### src/rtl/node_seq.sv
// node_seq: buffers a DEPTH-sample frame, then streams index/coef/sample pairs into a node MAC and returns its result.
// Latency: res_valid rises DEPTH+NODE_LAT+2 cycles after the last sample is accepted. Build option: NODE_SEQ_COEF_LOCK_EN.
// Backpressure: in_ready is low outside LOAD; the result is held in RESULT until res_ready.
module node_seq #(
    parameter int DATA_W   = 16,
    parameter int DEPTH    = 64,
    parameter int CNT_W    = 7,
    parameter int OUT_W    = 3,
    parameter int NODE_LAT = 2
) (
    input  logic              clk,
    input  logic              rst,
    input  logic              in_valid,
    output logic              in_ready,
    input  logic [DATA_W-1:0] in_data,
    input  logic              coef_we,
    input  logic [5:0]        coef_addr,
    input  logic [DATA_W-1:0] coef_wdata,
    output logic              start,
    output logic              reset_acc,
    output logic [CNT_W-1:0]  cnt_val,
    output logic [DATA_W-1:0] coef,
    output logic [DATA_W-1:0] data_in,
    input  logic [OUT_W-1:0]  node_out,
    output logic              res_valid,
    input  logic              res_ready,
    output logic [OUT_W-1:0]  res_data,
    output logic              busy,
    output logic              coef_err
);

    localparam int IDX_W  = $clog2(DEPTH);
    localparam int WAIT_W = $clog2(NODE_LAT + 1);

    typedef enum logic [2:0] {
        S_LOAD,
        S_CLEAR,
        S_RUN,
        S_WAIT,
        S_RESULT
    } state_t;

    state_t              state_q, state_d;
    logic [IDX_W-1:0]    wr_cnt_q, wr_cnt_d;
    logic [IDX_W-1:0]    rd_cnt_q, rd_cnt_d;
    logic [WAIT_W-1:0]   wait_cnt_q, wait_cnt_d;
    logic [OUT_W-1:0]    res_data_q, res_data_d;
    logic                coef_err_q, coef_err_d;
    logic [DATA_W-1:0]   buf_q [DEPTH];
    logic [DATA_W-1:0]   coef_mem_q [DEPTH];
    logic                buf_we;
    logic                coef_wr_ok;

    always_comb begin
        state_d    = state_q;
        wr_cnt_d   = wr_cnt_q;
        rd_cnt_d   = rd_cnt_q;
        wait_cnt_d = wait_cnt_q;
        res_data_d = res_data_q;
        buf_we     = 1'b0;
        unique case (state_q)
            S_LOAD: begin
                if (in_valid) begin
                    buf_we = 1'b1;
                    if (wr_cnt_q == IDX_W'(DEPTH - 1)) begin
                        wr_cnt_d = '0;
                        state_d  = S_CLEAR;
                    end else begin
                        wr_cnt_d = wr_cnt_q + 1'b1;
                    end
                end
            end
            S_CLEAR: begin
                rd_cnt_d = '0;
                state_d  = S_RUN;
            end
            S_RUN: begin
                if (rd_cnt_q == IDX_W'(DEPTH - 1)) begin
                    rd_cnt_d   = '0;
                    wait_cnt_d = '0;
                    state_d    = S_WAIT;
                end else begin
                    rd_cnt_d = rd_cnt_q + 1'b1;
                end
            end
            S_WAIT: begin
                // node_out is sampled on the edge that closes the last wait cycle
                if (wait_cnt_q == WAIT_W'(NODE_LAT - 1)) begin
                    res_data_d = node_out;
                    wait_cnt_d = '0;
                    state_d    = S_RESULT;
                end else begin
                    wait_cnt_d = wait_cnt_q + 1'b1;
                end
            end
            S_RESULT: begin
                if (res_ready) begin
                    state_d = S_LOAD;
                end
            end
            default: state_d = S_LOAD;
        endcase
    end

    always_comb begin
`ifdef NODE_SEQ_COEF_LOCK_EN
        coef_wr_ok = coef_we && !busy;
        coef_err_d = coef_we && busy;
`else
        coef_wr_ok = coef_we;
        coef_err_d = 1'b0;
`endif
    end

    always_ff @(posedge clk) begin
        if (rst) begin
            state_q    <= S_LOAD;
            wr_cnt_q   <= '0;
            rd_cnt_q   <= '0;
            wait_cnt_q <= '0;
            res_data_q <= '0;
            coef_err_q <= 1'b0;
            for (int i = 0; i < DEPTH; i++) begin
                buf_q[i]      <= '0;
                coef_mem_q[i] <= '0;
            end
        end else begin
            state_q    <= state_d;
            wr_cnt_q   <= wr_cnt_d;
            rd_cnt_q   <= rd_cnt_d;
            wait_cnt_q <= wait_cnt_d;
            res_data_q <= res_data_d;
            coef_err_q <= coef_err_d;
            if (buf_we) begin
                buf_q[wr_cnt_q] <= in_data;
            end
            // RUN reads the table combinationally, so a same-index write is seen next cycle
            if (coef_wr_ok) begin
                coef_mem_q[coef_addr] <= coef_wdata;
            end
        end
    end

    assign in_ready  = (state_q == S_LOAD) && !rst;
    assign start     = (state_q == S_RUN);
    assign reset_acc = (state_q == S_CLEAR);
    assign cnt_val   = start ? CNT_W'(rd_cnt_q) : '0;
    assign coef      = start ? coef_mem_q[rd_cnt_q] : '0;
    assign data_in   = start ? buf_q[rd_cnt_q] : '0;
    assign res_valid = (state_q == S_RESULT);
    assign res_data  = res_data_q;
    assign busy      = !((state_q == S_LOAD) && (wr_cnt_q == '0));
    assign coef_err  = coef_err_q;

endmodule

### config.mk
export PLATFORM = sky130hd
export DESIGN_NAME = node_seq
export DESIGN_NICKNAME = d
export VERILOG_FILES = /design/src/rtl/node_seq.sv
export SDC_FILE = /design/constraint.sdc
export NUM_CORES = 2
export LEC_CHECK = 0
export BUFFER_PORTS_ARGS = -buffer_cell sky130_fd_sc_hd__buf_4
export CAP_MARGIN = 20
export CORE_ASPECT_RATIO = 1.4
export CORE_MARGIN = 2
export CORE_UTILIZATION = 40
export CTS_BUF_LIST = sky130_fd_sc_hd__clkbuf_2 sky130_fd_sc_hd__clkbuf_4 sky130_fd_sc_hd__clkbuf_8
export CTS_CLUSTER_SIZE = 14
export DETAILED_ROUTE_END_ITERATION = 8
export PLACE_DENSITY = 0.67
export SLEW_MARGIN = 40
export SYNTH_ARGS = -nofsm -noshare
export SYNTH_HDL_FRONTEND = slang
export SYNTH_SLANG_ARGS = --single-unit
export TNS_END_PERCENT = 1
### constraint.sdc
create_clock -name clk -period 6 [get_ports clk]
set_clock_uncertainty 0.1 [all_clocks]
set_input_delay 1.5 -clock clk [delete_from_list [all_inputs] [get_ports clk]]
set_output_delay 1.5 -clock clk [all_outputs]
set_load 0.02 [all_outputs]
# After elaboration in Yosys (flattened, before gate mapping)
# Memories as Yosys holds them, arrays and structs flattened. A register that Yosys moved wholly into a read port is not among the register bits.
# Cells that the tools add are included.
classes:
  n_reduce_logical: 14
  n_addsub: 3
  muxes: 35
  eq_ne: 12
op_table:
  columns: ["cell", "n"]
  rows:
  - ["16-bit 2-to-1 mux", 4]
  - ["6-bit 2-to-1 mux", 9]
  - ["16-bit OR reduction", 2]
  - ["3-bit 2-to-1 mux", 5]
  - ["3-bit case mux with 5 select lines", 1]
  - ["6-bit by 1-bit adder with 6-bit output (second input constant)", 2]
  - ["6-bit == test (second input constant)", 2]
  - ["1-bit 2-to-1 mux", 12]
  - ["6-bit case mux with 2 select lines", 1]
  - ["3-bit by 2-bit == test with 1-bit output (second input constant)", 2]
  - ["6-bit logical NOT", 1]
  - ["2-bit != test (second input constant)", 3]
  - ["2-bit AND reduction", 3]
  - ["5-bit AND reduction", 1]
  - ["2-bit 2-to-1 mux", 2]
  - ["2-bit by 1-bit != test with 1-bit output (second input constant)", 2]
  - ["2-bit case mux with 2 select lines", 1]
  - ["2-bit nonzero test", 2]
  - ["3-bit by 1-bit == test with 1-bit output (second input constant)", 1]
  - ["3-bit == test (second input constant)", 1]
  - ["3-bit logical NOT", 1]
  - ["2-bit by 1-bit adder with 2-bit output (second input constant)", 1]
  - ["2-bit by 1-bit == test with 1-bit output (second input constant)", 1]
  - ["1-bit logical AND", 2]
  - ["1-bit logical NOT", 2]
word_totals:
  inputBits: 46
  mem_count: 2
  mem_bits_rw: 2048
  wordCells: 71
  regBits: 20
memory_table:
  columns: ["memory", "depth", "width", "read_ports", "rd_ports_with_merged_regs", "wr", "line", "text"]
  rows:
  - ["buf_q", 64, 16, 1, 1, 64, "49", "logic [DATA_W-1:0] buf_q [DEPTH];"]
  - ["coef_mem_q", 64, 16, 1, 1, 64, "50", "logic [DATA_W-1:0] coef_mem_q [DEPTH];"]

# Longest topological paths before layout
depth:
  ltp_word: 7
  depth_mapped: 10

# Worst setup path before layout
# Ideal clock, no wire load.
synth_path:
  kind: "input -> output"
  startpoint: "input port rst"
  endpoint: "output port in_ready"
  cell_stages: 2
  setup_slack_ps: 1950
  t_required_ps: 4400
  n_path_buf: 1
  arrival_ps: 2450
  path_cell_list: "clkbuf_1 nor4_1"
synth_via:
  elab_chain_cells: 2
synth_rtl:
  columns: ["element", "line", "text"]
  rows:
  - ["from (decl)", "12", "input logic rst,"]
  - ["1-bit logical NOT", "144", "assign in_ready = (state_q == S_LOAD) && !rst;"]
  - ["1-bit logical AND", "144", null]
  - ["to (decl)", "14", "output logic in_ready,"]
# Every way passes these cells.

# Worst setup path after layout
layout_path:
  startpoint: "register state_q[1]"
  endpoint: "output port data_in[7]"
layout_via:
  elab_chain_cells: 2
layout_rtl:
  columns: ["element", "line", "text"]
  rows:
  - ["from (decl)", "43", "state_t state_q, state_d;"]
  - ["from (signal assigned)", "128", "state_q <= state_d;"]
  - ["3-bit by 2-bit == test with 1-bit output", "145", "assign start = (state_q == S_RUN);"]
  - ["16-bit 2-to-1 mux", "149", "assign data_in = start ? buf_q[rd_cnt_q] : '0;"]
  - ["to (decl)", "23", "output logic [DATA_W-1:0] data_in,"]
# Every way passes these cells.

==> results.yml <==
timing:
  relSlewSlack_pct: 40.23
  hold_violations: 0
  tightest_slew_ns: 0.8717
  slew_violations: 0
  fin_crit_sh_pct: 100.2
  rsz0062_at_grt: "false"
  period_minus_slack_ns: 6.014
  worst_slack_ns: -0.01443
  max_freq_mhz: 166.3
  finalSetupViolCount: 2
power:
  intPower_mw: 23.12
  p_comb_share_pct: 4.2
  p_sw_share_pct: 22.64
  ir_drop_mv: 0.2070
  total_power_mw: 29.89
  p_seq_share_pct: 56.0
  power_switching_mw: 6.766
  power_leakage_nw: 35.98
  power_density_mw_per_mm2: 281.9
  p_clk_share_pct: 39.8
route:
  routedWlPerCell_um: 29.13
  vias_per_cell: 5.633
  detail_route.wirelength_um: 277300
  drt_iter0_markers: 6182
  antenna_left: 0
  drc: 0
  via_count: 53620
  firstDrtPassIters: 6
clock_network:
  clkLatencyLatePin_ns: 0.98
  clkSinkCount: 2074
  cts-htree-levels: 5
  cts_buffer_depth: 4
  clk_pin_slew_ns: 0.07
  clockRootBuffer: "clkbuf_8"
  numCtsBuffers: 332
  cts_tree: "yes"
worst_setup_path:
  crit_type: "reg2out"
  cp_max_fo: 10
  crit_family: "simple AND/OR/NAND/NOR gates"
  cp_cell_sequence: "nor2b_1 -> buf_4 -> nand2_1 -> buf_4 -> nor2_1 -> buf_4 -> o211ai_1 -> a31oi_1 -> buf_4"
  critical_path_required_ns: 4.40
  critPathSlowestCell: "nor2_1"
  worstSetupStartpointType: "flip-flop"
  crit_buf_inv: 4
  timing.critical_path.mode_cell: "buf_4"
  cpPeakStageDelay_ns: 0.58
  critPathCaptureType: "output port"
  arrival_ns: 4.41
grt:
  track_usage_pct: 22.54
  grt_pass1_vias: 55350
  grt_pass1_wl_um: 394200
  grt_max_degree: 69
  overflow: 0
  antenna_found_initial: 18
placement:
  portBuffers: 91
  dp_hpwl_um: 171100
  gp_congestion: 0.9021
yosys:
  synth_cell_types: 65
  netlist_instances: 6095
  synthFlopType: "edfxtp_1"
  ys_top_cells_by_area: "edfxtp_1 64%, and2_1 13%, mux4_2 13%"
  synth_top_cell_area_share_pct: 64.23
  yosysMostFrequentCell: "and2_1"
  syn_area_per_cell_sq_um: 15.71
  yosysSeqAreaShare_pct: 64.77
  synth-edff-count: 2048
  yosysTopAreaCell: "edfxtp_1"
  ys_seq_elements: 2074
  synth_common_cells: "2052 x and2_1, 2048 x edfxtp_1, 543 x mux4_2"
  synth-async-reset-ratio_pct: 0
  syn_area_sq_mm: 0.09575
  ys_warn_count: 0
die:
  fp-row-count: 212
  die_h_um: 582.9
  core-area_sq_mm: 0.2382
  start_util_pct: 40.20
  boundaryPins: 94
  die_area_sq_mm: 0.2434
  die_w_um: 417.5
worst_hold_path:
  hp-class: "reg2reg"
final_layout:
  nets: 6225
  syn_to_final_growth_pct: 10.74
  fill_cells: 20740
  multiInputGateArea_sq_mm: 0.03122
  seqCellArea_sq_mm: 0.06204
  final_core_util_pct: 44.51
  drive_gt1_share_pct: 25.26
run_status:
  status: "finished with violations"
  violations: "negative setup slack"
flow_run:
  max_cap_viol_count: 0
worst register-to-register path, cell delays in order (launching register included):
cell and delay, ns:
dfxtp_1 0.39, or4b_4 0.64, nor3_4 0.37, nand2_4 0.33
nor2_4 0.63, or2_2 0.65
state kept, by name (all words and copies together), names as in the netlist, named ones only:
signal and flops:
buf_q 1024, coef_mem_q 1024, rd_cnt_q 6, res_data 3
state_q 3, wait_cnt_q 2, wr_cnt_q 6
per-layer routing:
metal | track usage (%) | vias up | wire length, um
li1 | - | 22570 | -
met1 | 26.17 | 27730 | 96490
met2 | 38.79 | 2615 | 140600
met3 | 4.741 | 695 | 23200
met4 | 12.57 | 8 | 16890
met5 | 0 | - | 57
worst paths after layout:
check                       end  cells after the start          start  slack (ns)
setup / recovery     data_in[7]                      9     state_q[1]       -0.01
hold reg to reg   wait_cnt_q[1]                      2  wait_cnt_q[1]        0.36
setup reg to reg   buf_q[35][0]                      5     state_q[2]        2.49
hold / removal    wait_cnt_q[1]                      2  wait_cnt_q[1]        0.36
cell usage in the layout (no fill, tap or decap), types with 43 or more instances in the layout:
master    netlist  layout
buf_4          65     276
nor2_4         62      63
edfxtp_1     2048    2048
mux4_2        543     543
and2_1       2052    2052
clkbuf_4        0     107
mux2_2         43      43
nor2_1        113     108
nand2_1        82      81
clkbuf_8        0     342
clkinv_1        2      67
or2_2         127     127
mux2i_1       134     133
per-stage QoR:
step	worst slack (ns)	cells	instance area [sq um]	TNS [ns]	hold slack, ns
5_1_grt	0.01365	9516	106000	0	0.3892
2_1_floorplan	1.950	6096	95750	0	0.3271
6_report	-0.01443	9519	106000	-0.02097	0.3586
3_3_place_gp	0.7780	8939	99640	0	0.3388
4_1_cts	0.1001	9512	106000	0	0.3610
3_5_place_dp	1.038	8940	99680	0	0.3502
logic make-up after synthesis:
kind of cell,synth area share (%)
other,0.003916
AO/OA/AOI/OAI,1.231
flip-flops,64.77
adder cells (fa/ha/maj),0.03921
buffers and inverters,2.688
AND/OR/NAND/NOR,16.55
XOR/XNOR,0.03660
multiplexers,14.68
timing repair:
action / 4_1_cts / 5_1_grt
hold buffers: 0 / 0
resized for setup: 1 / 0
setup buffers: 4 / 0
endpoints found under the setup margin: 2 / 0
layout make-up:
class | count | share of cell area (%)
Antenna cell | 6 | 0.01416
Clock buffer | 449 | 5.197
Inverter | 10 | 0.03658
Multi-Input combinational cell | 3454 | 29.44
Clock inverter | 119 | 0.7009
Tap cell | 3103 | 3.662
Timing Repair Buffer | 304 | 2.441
Sequential cell | 2074 | 58.51
power by group through the flow:
stage	Sequential [mW]	Clock, mW	Combinational (mW)
4_1_cts	16.7	12.0	1.25
3_5_place_dp	17.0	0	1.25
3_3_place_gp	17.0	0	1.24
2_1_floorplan	16.9	0	0.737
5_1_grt	16.8	12.6	1.29
6_report	16.7	11.9	1.24
(Power assumes the default switching activity.)
